===== src/rtl/cpu_host_pkg.sv =====
// Shared definitions for the CPU / host control slice.
// Holds the RAM geometry shared with data_ram and top_level, the default run
// timeout, and the host_run_ctrl state encoding.
package cpu_host_pkg;

    localparam int unsigned ADDR_W = 8;
    localparam int unsigned DATA_W = 8;

    localparam logic [15:0] TIMEOUT_DEFAULT = 16'hFFFF;

    typedef enum logic [2:0] {
        StIdle,
        StLoad,
        StStart,
        StRun,
        StRdReq,
        StRdWait,
        StOut,
        StDone
    } state_e;

endpackage


===== src/rtl/host_run_ctrl.sv =====
// Host-side load / run / dump controller for the CPU.
// Streams bytes into data_ram, releases the CPU from start, counts RUN cycles
// until halt or timeout, then streams a window of data_ram back out.
//
// Ports:
//   clk, reset                 clock, asynchronous active-high reset
//   host_go                    start a sequence (accepted in IDLE/DONE only)
//   cfg_load_base/dump_base    first RAM address for load / dump (latched on go)
//   cfg_dump_len               dump byte count, 0..2**ADDR_W (latched on go)
//   load_valid/ready/data/last load byte stream in
//   dump_valid/ready/data/last dump byte stream out
//   cpu_start, cpu_halt        CPU control / status
//   mem_sel                    1 = controller owns the RAM port
//   mem_addr/read/write/din    RAM port driven by the controller
//   mem_dout                   RAM read data, one cycle after mem_read
//   busy, done, timeout        status flags
//   cycle_count                RUN cycles of the last run
module host_run_ctrl #(
    parameter int unsigned ADDR_W       = cpu_host_pkg::ADDR_W,
    parameter int unsigned DATA_W       = cpu_host_pkg::DATA_W,
    parameter int unsigned START_CYCLES = 2,
    parameter logic [15:0] TIMEOUT      = cpu_host_pkg::TIMEOUT_DEFAULT
) (
    input  logic              clk,
    input  logic              reset,
    input  logic              host_go,
    input  logic [ADDR_W-1:0] cfg_load_base,
    input  logic [ADDR_W-1:0] cfg_dump_base,
    input  logic [ADDR_W:0]   cfg_dump_len,
    input  logic              load_valid,
    output logic              load_ready,
    input  logic [DATA_W-1:0] load_data,
    input  logic              load_last,
    output logic              dump_valid,
    input  logic              dump_ready,
    output logic [DATA_W-1:0] dump_data,
    output logic              dump_last,
    output logic              cpu_start,
    input  logic              cpu_halt,
    output logic              mem_sel,
    output logic [ADDR_W-1:0] mem_addr,
    output logic              mem_read,
    output logic              mem_write,
    output logic [DATA_W-1:0] mem_din,
    input  logic [DATA_W-1:0] mem_dout,
    output logic              busy,
    output logic              done,
    output logic              timeout,
    output logic [15:0]       cycle_count
);

    import cpu_host_pkg::*;

    localparam logic [3:0]    StartLast = 4'(START_CYCLES - 1);
    localparam logic [ADDR_W:0] IdxOne  = {{ADDR_W{1'b0}}, 1'b1};

    state_e              state_q, state_d;
    logic [ADDR_W-1:0]   load_base_q, dump_base_q;
    logic [ADDR_W:0]     dump_len_q;
    logic [ADDR_W:0]     idx_q, idx_d;
    logic [3:0]          start_cnt_q, start_cnt_d;
    logic [15:0]         cycle_q, cycle_d;
    logic                timeout_q, timeout_d;
    logic [DATA_W-1:0]   data_q, data_d;
    logic                cfg_en;

    logic [ADDR_W-1:0]   base_sel;
    logic [ADDR_W-1:0]   addr_sum;
    logic [15:0]         cycle_inc;
    logic                is_last;

    // One adder serves both phases; idx is shared between load and dump.
    assign base_sel  = (state_q == StLoad) ? load_base_q : dump_base_q;
    assign addr_sum  = base_sel + idx_q[ADDR_W-1:0];
    assign cycle_inc = cycle_q + 16'd1;
    // idx + 1 == len avoids underflow when comparing against len - 1.
    assign is_last   = ((idx_q + IdxOne) == dump_len_q);

    always_ff @(posedge clk or posedge reset) begin
        if (reset) begin
            state_q     <= StIdle;
            load_base_q <= '0;
            dump_base_q <= '0;
            dump_len_q  <= '0;
            idx_q       <= '0;
            start_cnt_q <= '0;
            cycle_q     <= '0;
            timeout_q   <= 1'b0;
            data_q      <= '0;
        end else begin
            state_q     <= state_d;
            idx_q       <= idx_d;
            start_cnt_q <= start_cnt_d;
            cycle_q     <= cycle_d;
            timeout_q   <= timeout_d;
            data_q      <= data_d;
            if (cfg_en) begin
                load_base_q <= cfg_load_base;
                dump_base_q <= cfg_dump_base;
                dump_len_q  <= cfg_dump_len;
            end
        end
    end

    always_comb begin
        state_d     = state_q;
        idx_d       = idx_q;
        start_cnt_d = start_cnt_q;
        cycle_d     = cycle_q;
        timeout_d   = timeout_q;
        data_d      = data_q;
        cfg_en      = 1'b0;
        load_ready  = 1'b0;
        dump_valid  = 1'b0;
        dump_last   = 1'b0;
        mem_read    = 1'b0;
        mem_write   = 1'b0;
        mem_din     = '0;
        mem_addr    = '0;
        cpu_start   = 1'b1;
        mem_sel     = 1'b1;
        busy        = 1'b1;
        done        = 1'b0;

        unique case (state_q)
            StIdle, StDone: begin
                busy = 1'b0;
                done = (state_q == StDone);
                if (host_go) begin
                    cfg_en    = 1'b1;
                    idx_d     = '0;
                    cycle_d   = '0;
                    timeout_d = 1'b0;
                    state_d   = StLoad;
                end
            end
            StLoad: begin
                load_ready = 1'b1;
                if (load_valid) begin
                    mem_write = 1'b1;
                    mem_addr  = addr_sum;
                    mem_din   = load_data;
                    idx_d     = idx_q + IdxOne;
                    if (load_last) begin
                        start_cnt_d = '0;
                        state_d     = StStart;
                    end
                end
            end
            StStart: begin
                if (start_cnt_q == StartLast) begin
                    state_d = StRun;
                end else begin
                    start_cnt_d = start_cnt_q + 4'd1;
                end
            end
            StRun: begin
                cpu_start = 1'b0;
                mem_sel   = 1'b0;
                cycle_d   = cycle_inc;
                idx_d     = '0;
                // Halt has priority over a coincident timeout.
                if (cpu_halt || (cycle_inc == TIMEOUT)) begin
                    timeout_d = !cpu_halt;
                    state_d   = (dump_len_q == '0) ? StDone : StRdReq;
                end
            end
            StRdReq: begin
                mem_read = 1'b1;
                mem_addr = addr_sum;
                state_d  = StRdWait;
            end
            StRdWait: begin
                data_d  = mem_dout;
                state_d = StOut;
            end
            StOut: begin
                dump_valid = 1'b1;
                dump_last  = is_last;
                if (dump_ready) begin
                    if (is_last) begin
                        state_d = StDone;
                    end else begin
                        idx_d   = idx_q + IdxOne;
                        state_d = StRdReq;
                    end
                end
            end
            default: state_d = StIdle;
        endcase
    end

    assign dump_data   = data_q;
    assign timeout     = timeout_q;
    assign cycle_count = cycle_q;

endmodule


===== config.mk =====
export PLATFORM = sky130hd
export DESIGN_NAME = host_run_ctrl
export DESIGN_NICKNAME = d
export VERILOG_FILES = /design/src/rtl/cpu_host_pkg.sv /design/src/rtl/host_run_ctrl.sv
export SDC_FILE = /design/constraint.sdc
export NUM_CORES = 1
export LEC_CHECK = 0
export BUFFER_PORTS_ARGS = -buffer_cell sky130_fd_sc_hd__buf_4
export CAP_MARGIN = 15
export CORE_MARGIN = 1
export CORE_UTILIZATION = 25
export DETAILED_ROUTE_END_ITERATION = 10
export GPL_TIMING_DRIVEN = 1
export PLACE_DENSITY_LB_ADDON = 0.2
export SETUP_SLACK_MARGIN = 0.05
export SKIP_LAST_GASP = 1
export SYNTH_ARGS = -nofsm -noshare
export SYNTH_HDL_FRONTEND = slang
export SYNTH_SLANG_ARGS = --single-unit
export TNS_END_PERCENT = 10

===== constraint.sdc =====
create_clock -name clk -period 4.63 [get_ports clk]
set_clock_uncertainty 0.15 [all_clocks]
set_input_delay 0.6945 -clock clk [delete_from_list [all_inputs] [get_ports clk]]
set_output_delay 0.6945 -clock clk [all_outputs]
set_load 0.01 [all_outputs]

==> results.json, run 1 <==
{
  "outcome": "complete, no violations",
  "area_growth_syn_to_layout_pct": 29.15,
  "power.total_w": 0.003126,
  "drive_above_1_share_pct": 33.08,
  "cts.clk_slew.worst_paths_ps": 50,
  "htree_levels": 3,
  "firstDrtPassIters": 4,
  "root_buffer": "clkbuf_16",
  "hold_start": "load_base_q[0]",
  "rows": 46,
  "core_region_area_um2": 16000,
  "holdPathStages": 1,
  "grt_pass1_vias": 3516,
  "synth_cell_types": 65,
  "drc": 0,
  "drv_cap": 0,
  "portBuffers": 97,
  "synth_top_cell_area_share_pct": 40.04,
  "cts_hold_buffers": 0,
  "place_hpwl_um": 8260,
  "synth_area_leaders": "dfrtp_1 40%, mux2_2 11%, ha_1 3.9%",
  "hp-class": "flip-flop to flip-flop",
  "ir_worst_vdd_uv": 180.6,
  "wl_per_cell_um": 15.32,
  "viasPerCell": 4.793,
  "synthFlopType": "dfrtp_1",
  "wl_um": 11230,
  "grt_max_degree": 45,
  "synth_nets": 487,
  "cts_sinks": 66,
  "initial_core_util_pct": 25.78,
  "tightestPinTransition_ps": 979.5,
  "top_level_ports": 98,
  "gp_congestion": 0.8061,
  "cts_buffers": 9,
  "critPathArrivalTime_ps": 3360,
  "yosys_warnings": 0,
  "crit_start": "state_q[0]",
  "cts_tree": "built",
  "worstPathRequired_ps": 3790,
  "instances_no_fill": 733,
  "placed_cells": 719,
  "whs_ps": 351.5,
  "period_needed_ps": 4207,
  "syn_inst": 425,
  "antenna_found_initial": 0,
  "cts_resized": 0,
  "crit_type": "flip-flop to primary output",
  "r2r_start": "idx_q[0]",
  "rrSetupSlack_ps": 1440,
  "grt_pass1_wl_um": 18100,
  "critPathCaptureType": "primary output",
  "yosysMostFrequentCell": "dfrtp_1",
  "diodes": 0,
  "async_flop_share_pct": 100.0,
  "dr_total_vias": 3513,
  "placed_cell_area_um2": 5034,
  "post-cts-setup-buffers": 0,
  "rsz0062_at_grt": "no",
  "synthTopCellsByCount": "66 x dfrtp_1, 41 x mux2_2, 34 x nand2_1, 30 x o21ai_0, 28 x nor2_1",
  "fp.dieH_um": 130.5,
  "fmax_mhz": 237.7,
  "nets": 576,
  "fillCellCount": 1702,
  "cp-start-kind": "flip-flop",
  "synth_area_per_cell_um2": 9.706,
  "ant_nets": 0,
  "synth.cell_area_um2": 4125,
  "die_w_um": 130.5,
  "grtUsageTotal_pct": 13.85,
  "setup_viol": 0,
  "yosysSeqAreaShare_pct": 40.04,
  "power_leakage_nw": 2.383,
  "hold_viol": 0,
  "fin_crit_sh_pct": 90.86,
  "synth_edf_count": 0,
  "design_area_um2": 5328,
  "power.density_nw_per_um2": 586.8,
  "cp_max_fo": 21,
  "r2r_cells": 8,
  "maxSlewViolCount": 0,
  "dieArea_um2": 17020,
  "setup-tns-final_ps": 0,
  "grt_overflow_total": 0,
  "clock_latency_ps": 330,
  "synth_largest_area_cell": "dfrtp_1",
  "drt_iter0_drc": 119,
  "worstReg2RegEnd": "idx_q[6]",
  "clk_path_buf_depth": 2,
  "slew_headroom_pct": 34.60,
  "synth-seq-cells": 66,
  "hold_end": "load_base_q[0]"
}
power breakdown:
| group | internal [W] | total [W] | switching (W) |
|---|---|---|---|
| clock | 0.000440 | 0.000686 | 0.000246 |
| sequential | 0.000789 | 0.00102 | 0.000228 |
| combinational | 0.000694 | 0.00142 | 0.000729 |
| total | 0.00192 | 0.00313 | 0.00120 |
flip-flops by register name, summed over array words and instances, names as in the netlist:
| name | cells |
|---|---|
| state_q | 3 |
| start_cnt_q | 4 |
| dump_len_q | 9 |
| timeout | 1 |
| load_base_q | 8 |
| dump_base_q | 8 |
| idx_q | 9 |
| dump_data | 8 |
| cycle_count | 16 |
critical path, cell delays in order, from the launching register on:
cell and delay [ps]:
dfrtp_1 580, nor3b_2 230, buf_4 290, mux2_2 400, ha_1 320, a21oi_1 160
nand2_1 110, a21o_1 180, a21o_1 190, a31oi_1 190, xnor2_1 140, nor2_1 50
buf_4 170
kinds of logic after synthesis:
family          Yosys count  share of synthesized area [%]
simple gates            148                          19.32
compound gates           90                          14.19
flops                    66                          40.04
mux                      45                          12.22
buf+inv                  37                          4.489
xor+xnor                 25                          5.308
fa+ha+maj                14                          4.428
worst max-delay path by stage:
stage / slack, ps / endpoint
3_3_place_gp: 870 / mem_addr[6]
3_5_place_dp: 760 / mem_addr[7]
5_1_grt: 240 / mem_addr[7]
2_1_floorplan: 890 / mem_addr[7]
6_report: 420 / mem_addr[7]
4_1_cts: 390 / mem_addr[7]
cells in the final DEF (no fill, tap or decap), drive strengths merged, types with 4 or more instances in the layout:
cell type and instances:
a21o 4, nor3 4, mux2 43, nor4 7, inv 13, xor2 11
nand4 8, nand2b 4, nand2 35, buf 102, ha 13, nor2b 7
clkbuf 12, a21oi 18, and4 4, and3 13, nor2 29, o31ai 5
dfrtp 66, and2 5, nand3 19, xnor2 14, o21ai 37
through the flow:
stage | utilization [%] | setup WS, ps
after global routing | 33.30 | 238.2
after floorplan | - | 887.1
after detailed placement | 31.46 | 759.1
after global placement | 31.46 | 870.4
final | 33.30 | 423.2
after CTS | 33.30 | 387.7
layout make-up:
type                            count  area [um2]  area share (%)
Multi-Input combinational cell    322        2297           43.12
Clock buffer                       12       256.5           4.814
Sequential cell                    66        1652           31.00
Inverter                           13       48.80          0.9159
Timing Repair Buffer              102       765.7           14.37
Tap cell                          216       270.3           5.073
Clock inverter                      2       37.54          0.7046
metal layers:
metal	vias to the layer above	share of wire (%)	global-route usage, %
met5	-	0	0
met4	0	0.96	4.124
met3	10	4.3	3.583
met2	76	50	24.12
met1	1718	44	16.77
li1	1709	-	-
Power figures use the tool's default switching activity.
==> inputs of run 2 (changes only) <==
==> constraint.sdc (replaced) <==
create_clock -name clk -period 5.4 [get_ports clk]
set_clock_uncertainty 0.15 [all_clocks]
set_input_delay 0.81 -clock clk [delete_from_list [all_inputs] [get_ports clk]]
set_output_delay 0.81 -clock clk [all_outputs]
set_load 0.01 [all_outputs]
==> run 2 against run 1 <==
  * Sequential power decreased by 14%
  * Sequential share of layout area increased by 0.088 points
  * Register-to-register slack improved by 740 ps
==> results.json, run 2 (synthesis results as in run 1) <==
{
  "grt_pass1_wl_um": 18270,
  "critPathSlowestCell": "nor3b_2",
  "area_growth_syn_to_layout_pct": 28.78,
  "clock_latency_ps": 330,
  "drv_cap": 0,
  "ir_worst_vdd_uv": 172.3,
  "fmax_mhz": 215.4,
  "cts_sinks": 66,
  "htree_levels": 3,
  "cts_resized": 0,
  "fin_crit_sh_pct": 85.97,
  "fp.dieH_um": 130.5,
  "wl_per_cell_um": 15.51,
  "drive_above_1_share_pct": 32.82,
  "comb_power_share_pct": 45.1,
  "p_int_w": 0.001641,
  "place_hpwl_um": 8148,
  "largest_reg_flops": 16,
  "core_region_area_um2": 16000,
  "p_seq_share_pct": 32.7,
  "viasPerCell": 4.796,
  "cts_buffers": 9,
  "maxSlewViolCount": 0,
  "portBuffers": 97,
  "cts.clk_slew.worst_paths_ps": 50,
  "setup-tns-final_ps": 0,
  "tightestPinTransition_ps": 897.1,
  "root_buffer": "clkbuf_16",
  "cp_max_fo": 14,
  "grt_overflow_total": 0,
  "hold_viol": 0,
  "period_needed_ps": 4642,
  "grt_max_degree": 67,
  "rows": 46,
  "rsz0062_at_grt": "no",
  "design_area_um2": 5313,
  "dieArea_um2": 17020,
  "slew_headroom_pct": 40.20,
  "drc": 0,
  "hold_start": "load_base_q[4]",
  "crit_family": "simple AND/OR/NAND/NOR gates",
  "clk_path_buf_depth": 2,
  "gp_congestion": 0.8077,
  "drt_iter0_drc": 168,
  "clkPwrFrac_pct": 22.2,
  "power_leakage_nw": 2.374,
  "cts_hold_buffers": 0,
  "cp-start-kind": "flip-flop",
  "nets": 574,
  "worstPathCellList": "nor3b_2, mux2_2, ha_1, inv_1, fa_1, nor2b_1, o21ai_0, nand2b_1, a21o_1, a21oi_1, xor2_1, nor2_1, buf_4",
  "post-cts-setup-buffers": 0,
  "crit_start": "state_q[0]",
  "worstPathRequired_ps": 4440,
  "die_w_um": 130.5,
  "netSwitchingFraction_pct": 38.56,
  "hp-class": "flip-flop to flip-flop",
  "outcome": "complete, no violations",
  "cts_tree": "built",
  "layout.cells.most_common": "buf_4",
  "grtUsageTotal_pct": 14.10,
  "critPathArrivalTime_ps": 3680,
  "dr_total_vias": 3506,
  "antenna_found_initial": 0,
  "diodes": 0,
  "firstDrtPassIters": 4,
  "placed_cell_area_um2": 5019,
  "final_cell_mix": "100 x buf_4, 66 x dfrtp_1, 41 x mux2_2, 34 x nand2_1, 30 x o21ai_0",
  "initial_core_util_pct": 25.78,
  "grt_pass1_vias": 3509,
  "top_level_ports": 98,
  "p_sw_w": 0.001029,
  "wl_um": 11340,
  "power.density_nw_per_um2": 502.6,
  "critPathCaptureType": "primary output",
  "cpPeakStageDelay_ps": 790,
  "power.total_w": 0.002670,
  "path_buf_inv": 2,
  "setup_viol": 0,
  "r2r_start": "idx_q[0]",
  "ant_nets": 0,
  "crit_type": "flip-flop to primary output"
}
-- run 2: cell count changes in the layout (fill, tap and decap cells not counted) --
cell,before,now
buf_4,102,100
-- run 2: through the flow --
step	setup WS, ps	utilization (%)	instances	hold WS [ps]
detailed placement	1113	31.37	717	343.0
finish	757.6	33.20	731	347.9
floorplan	1542	-	425	323.7
CTS	713.7	33.20	731	355.4
global placement	1209	31.37	717	342.6
global route	433.4	33.20	731	366.7
-- run 2: final timing paths --
| check | endpoint | slack [ps] | depth (start not counted) |
|---|---|---|---|
| setup / recovery | mem_addr[6] | 760 | 13 |
| hold / removal | load_base_q[4] | 350 | 1 |
| setup reg to reg | idx_q[6] | 2180 | 8 |
| hold reg to reg | load_base_q[4] | 350 | 1 |
| max in group asynchronous | dump_data[0] | 3920 | 3 |
| min in group asynchronous | cycle_count[1] | 600 | 3 |
-- run 2: power by group through the flow --
stage                     Combinational (W)  Clock (W)  Sequential (W)
final                               0.00120   0.000593        0.000874
after detailed placement            0.00122          0        0.000882
after CTS                           0.00123   0.000617        0.000876
after global placement              0.00119          0        0.000878
after global routing                0.00134   0.000638        0.000910
after floorplan                    0.000872          0        0.000823
-- run 2: final cells by class --
type                       instances  area, um2
fill                            1715      10690
multi-input combinational        322       2297
sequential                        66       1652
timing repair buffer             100      750.7
tap                              216      270.3
clock buffer                      12      256.5
inverter                          13      48.80
clock inverter                     2      37.54
-- run 2: per-layer routing --
metal	GRT usage, %	vias up	routed length, um	share of wire [%]
li1	-	1709	-	-
met4	5.139	0	118	1.0
met1	16.28	1730	4982	44
met3	3.502	10	415	3.7
met5	0	-	0	0
met2	25.22	57	5822	51
==> inputs of run 3 (changes only) <==
--- a/config.mk
+++ b/config.mk
@@ -11,7 +11,7 @@
 export CORE_UTILIZATION = 25
 export DETAILED_ROUTE_END_ITERATION = 10
 export GPL_TIMING_DRIVEN = 1
-export PLACE_DENSITY_LB_ADDON = 0.2
+export PLACE_DENSITY_LB_ADDON = 0.15
 export SETUP_SLACK_MARGIN = 0.05
 export SKIP_LAST_GASP = 1
 export SYNTH_ARGS = -nofsm -noshare
==> run 3 against run 2 <==
  * Cell area about the same
  * Die area unchanged
  * Worst setup slack better by 92 ps
  * First-iteration DRC count decreased by 16%
  * Clock-buffer cell count increased by 1
  * Sequential power up 0.6%
  * Non-clock buffer count is 1 higher
  * Critical endpoint is now mem_addr[7]
==> results.json, run 3 (synthesis results as in run 1) <==
{
  "outcome": "complete, no violations",
  "placed_cells": 718,
  "comb_power_share_pct": 45.5,
  "antenna_found_initial": 0,
  "tightestPinTransition_ps": 896.2,
  "crit_type": "flip-flop to primary output",
  "clkPwrFrac_pct": 21.5,
  "path_buf_inv": 1,
  "netSwitchingFraction_pct": 38.96,
  "fp.dieH_um": 130.5,
  "top_level_ports": 98,
  "fmax_mhz": 219.8,
  "critPathSlowestCell": "nor3b_2",
  "clk_path_buf_depth": 2,
  "wl_per_cell_um": 15.61,
  "cts.clk_slew.worst_paths_ps": 50,
  "grt_pass1_vias": 3540,
  "gp_congestion": 0.7730,
  "grt_max_degree": 35,
  "rows": 46,
  "nets": 575,
  "place_hpwl_um": 8445,
  "r2r_cells": 8,
  "drive_above_1_share_pct": 33.27,
  "worstPathRequired_ps": 4440,
  "wl_um": 11450,
  "final_cell_mix": "101 x buf_4, 66 x dfrtp_1, 41 x mux2_2, 34 x nand2_1, 30 x o21ai_0",
  "htree_levels": 3,
  "cts_buffers": 9,
  "drc": 0,
  "utilization_pct": 33.23,
  "p_sw_w": 0.001037,
  "critPathCaptureType": "primary output",
  "fin_crit_sh_pct": 84.27,
  "dr_total_vias": 3485,
  "p_int_w": 0.001625,
  "hold_end": "load_base_q[1]",
  "post-cts-setup-buffers": 0,
  "hold_start": "load_base_q[1]",
  "critPathArrivalTime_ps": 3590,
  "ir_worst_vdd_uv": 183.5,
  "die_w_um": 130.5,
  "dieArea_um2": 17020,
  "hold_viol": 0,
  "cp_max_fo": 14,
  "holdPathStages": 1,
  "grtUsageTotal_pct": 14.71,
  "crit_family": "simple AND/OR/NAND/NOR gates",
  "power_leakage_nw": 2.386,
  "slew_headroom_pct": 40.03,
  "area_growth_syn_to_layout_pct": 28.87,
  "core_region_area_um2": 16000,
  "firstDrtPassIters": 4,
  "clock_latency_ps": 340,
  "setup-tns-final_ps": 0,
  "cts_sinks": 66,
  "grt_pass1_wl_um": 19050,
  "cts_tree": "built",
  "period_needed_ps": 4551,
  "largest_reg_flops": 16,
  "r2r_start": "idx_q[0]",
  "worstReg2RegEnd": "idx_q[7]",
  "design_area_um2": 5316,
  "cpPeakStageDelay_ps": 690,
  "rrSetupSlack_ps": 2120,
  "initial_core_util_pct": 25.78,
  "fillCellCount": 1727,
  "rsz0062_at_grt": "no",
  "placed_cell_area_um2": 5026,
  "grt_overflow_total": 0,
  "diodes": 0,
  "root_buffer": "clkbuf_16",
  "viasPerCell": 4.754,
  "setup_viol": 0,
  "cts_resized": 0,
  "layout.cells.most_common": "buf_4",
  "power.density_nw_per_um2": 500.8,
  "worstPathCellList": "nor3b_2, mux2_2, ha_1, a21oi_1, nand2_1, a21o_1, a21o_1, a31oi_1, xnor2_1, nor2_1, buf_4",
  "ant_nets": 0,
  "drt_iter0_drc": 141,
  "cts_hold_buffers": 0,
  "maxSlewViolCount": 0,
  "cp-start-kind": "flip-flop",
  "portBuffers": 97,
  "drv_cap": 0,
  "hp-class": "flip-flop to flip-flop",
  "p_seq_share_pct": 33.0,
  "instances_no_fill": 733,
  "critPathMostFrequentCell": "a21o_1"
}
## run 3: cell count changes in the layout (fill, tap and decap cells not counted), sizes merged
cell / delta
clkinv: +2
buf: +1
bufinv: -1
clkbuf: +1
clkinvlp: -1
## run 3: layout make-up
type                       count  area (um2)  area share [%]
timing repair buffer         101       758.2           14.26
clock buffer                  13       280.3           5.272
clock inverter                 2       10.01          0.1883
inverter                      13       48.80          0.9179
tap                          216       270.3           5.084
sequential                    66        1652           31.07
multi-input combinational    322        2297           43.21
## run 3: through the flow
stage                     hold WS, ps  total power, W  setup slack [ps]
after CTS                       356.2        0.002706             806.8
after detailed placement        344.1        0.002114              1180
after global routing            372.4        0.002892             477.6
after global placement          344.5        0.002091              1266
after floorplan                 323.7        0.001695              1542
final                           353.4        0.002663             849.5
## run 3: worst max-delay path by stage
stage                        endpoint  startpoint  slack, ps  depth (start not counted)
after global routing      mem_addr[6]  state_q[0]        480                         13
final                     mem_addr[7]  state_q[0]        850                         11
after floorplan           mem_addr[7]  state_q[0]       1540                         12
after CTS                 mem_addr[6]  state_q[0]        810                         13
after detailed placement  mem_addr[6]  state_q[0]       1180                         13
after global placement    mem_addr[7]  state_q[0]       1270                         11
## run 3: power by group through the flow
stage	clock (W)	combinational (W)	sequential (W)
2_1_floorplan	0	0.000872	0.000823
3_3_place_gp	0	0.00120	0.000886
3_5_place_dp	0	0.00123	0.000887
4_1_cts	0.000596	0.00123	0.000880
5_1_grt	0.000615	0.00136	0.000913
6_report	0.000572	0.00121	0.000879
## run 3: worst register-to-register path: stages, from the launching register on
cell and delay (ps):
dfrtp_1 540, ha_1 410, nand4_2 220, or4_1 450, a41oi_1 290, a2111o_1 220
nand2_2 190, or2_1 420, o41ai_2 270
## run 3: per-layer routing
layer	GRT usage, %	part of all wire, %	wire (um)	vias to the layer above
met4	4.192	1.4	159	0
met5	0	0	0	-
met2	24.50	48	5546	74
li1	-	-	-	1702
met1	17.99	45	5109	1700
met3	5.090	5.5	631	9
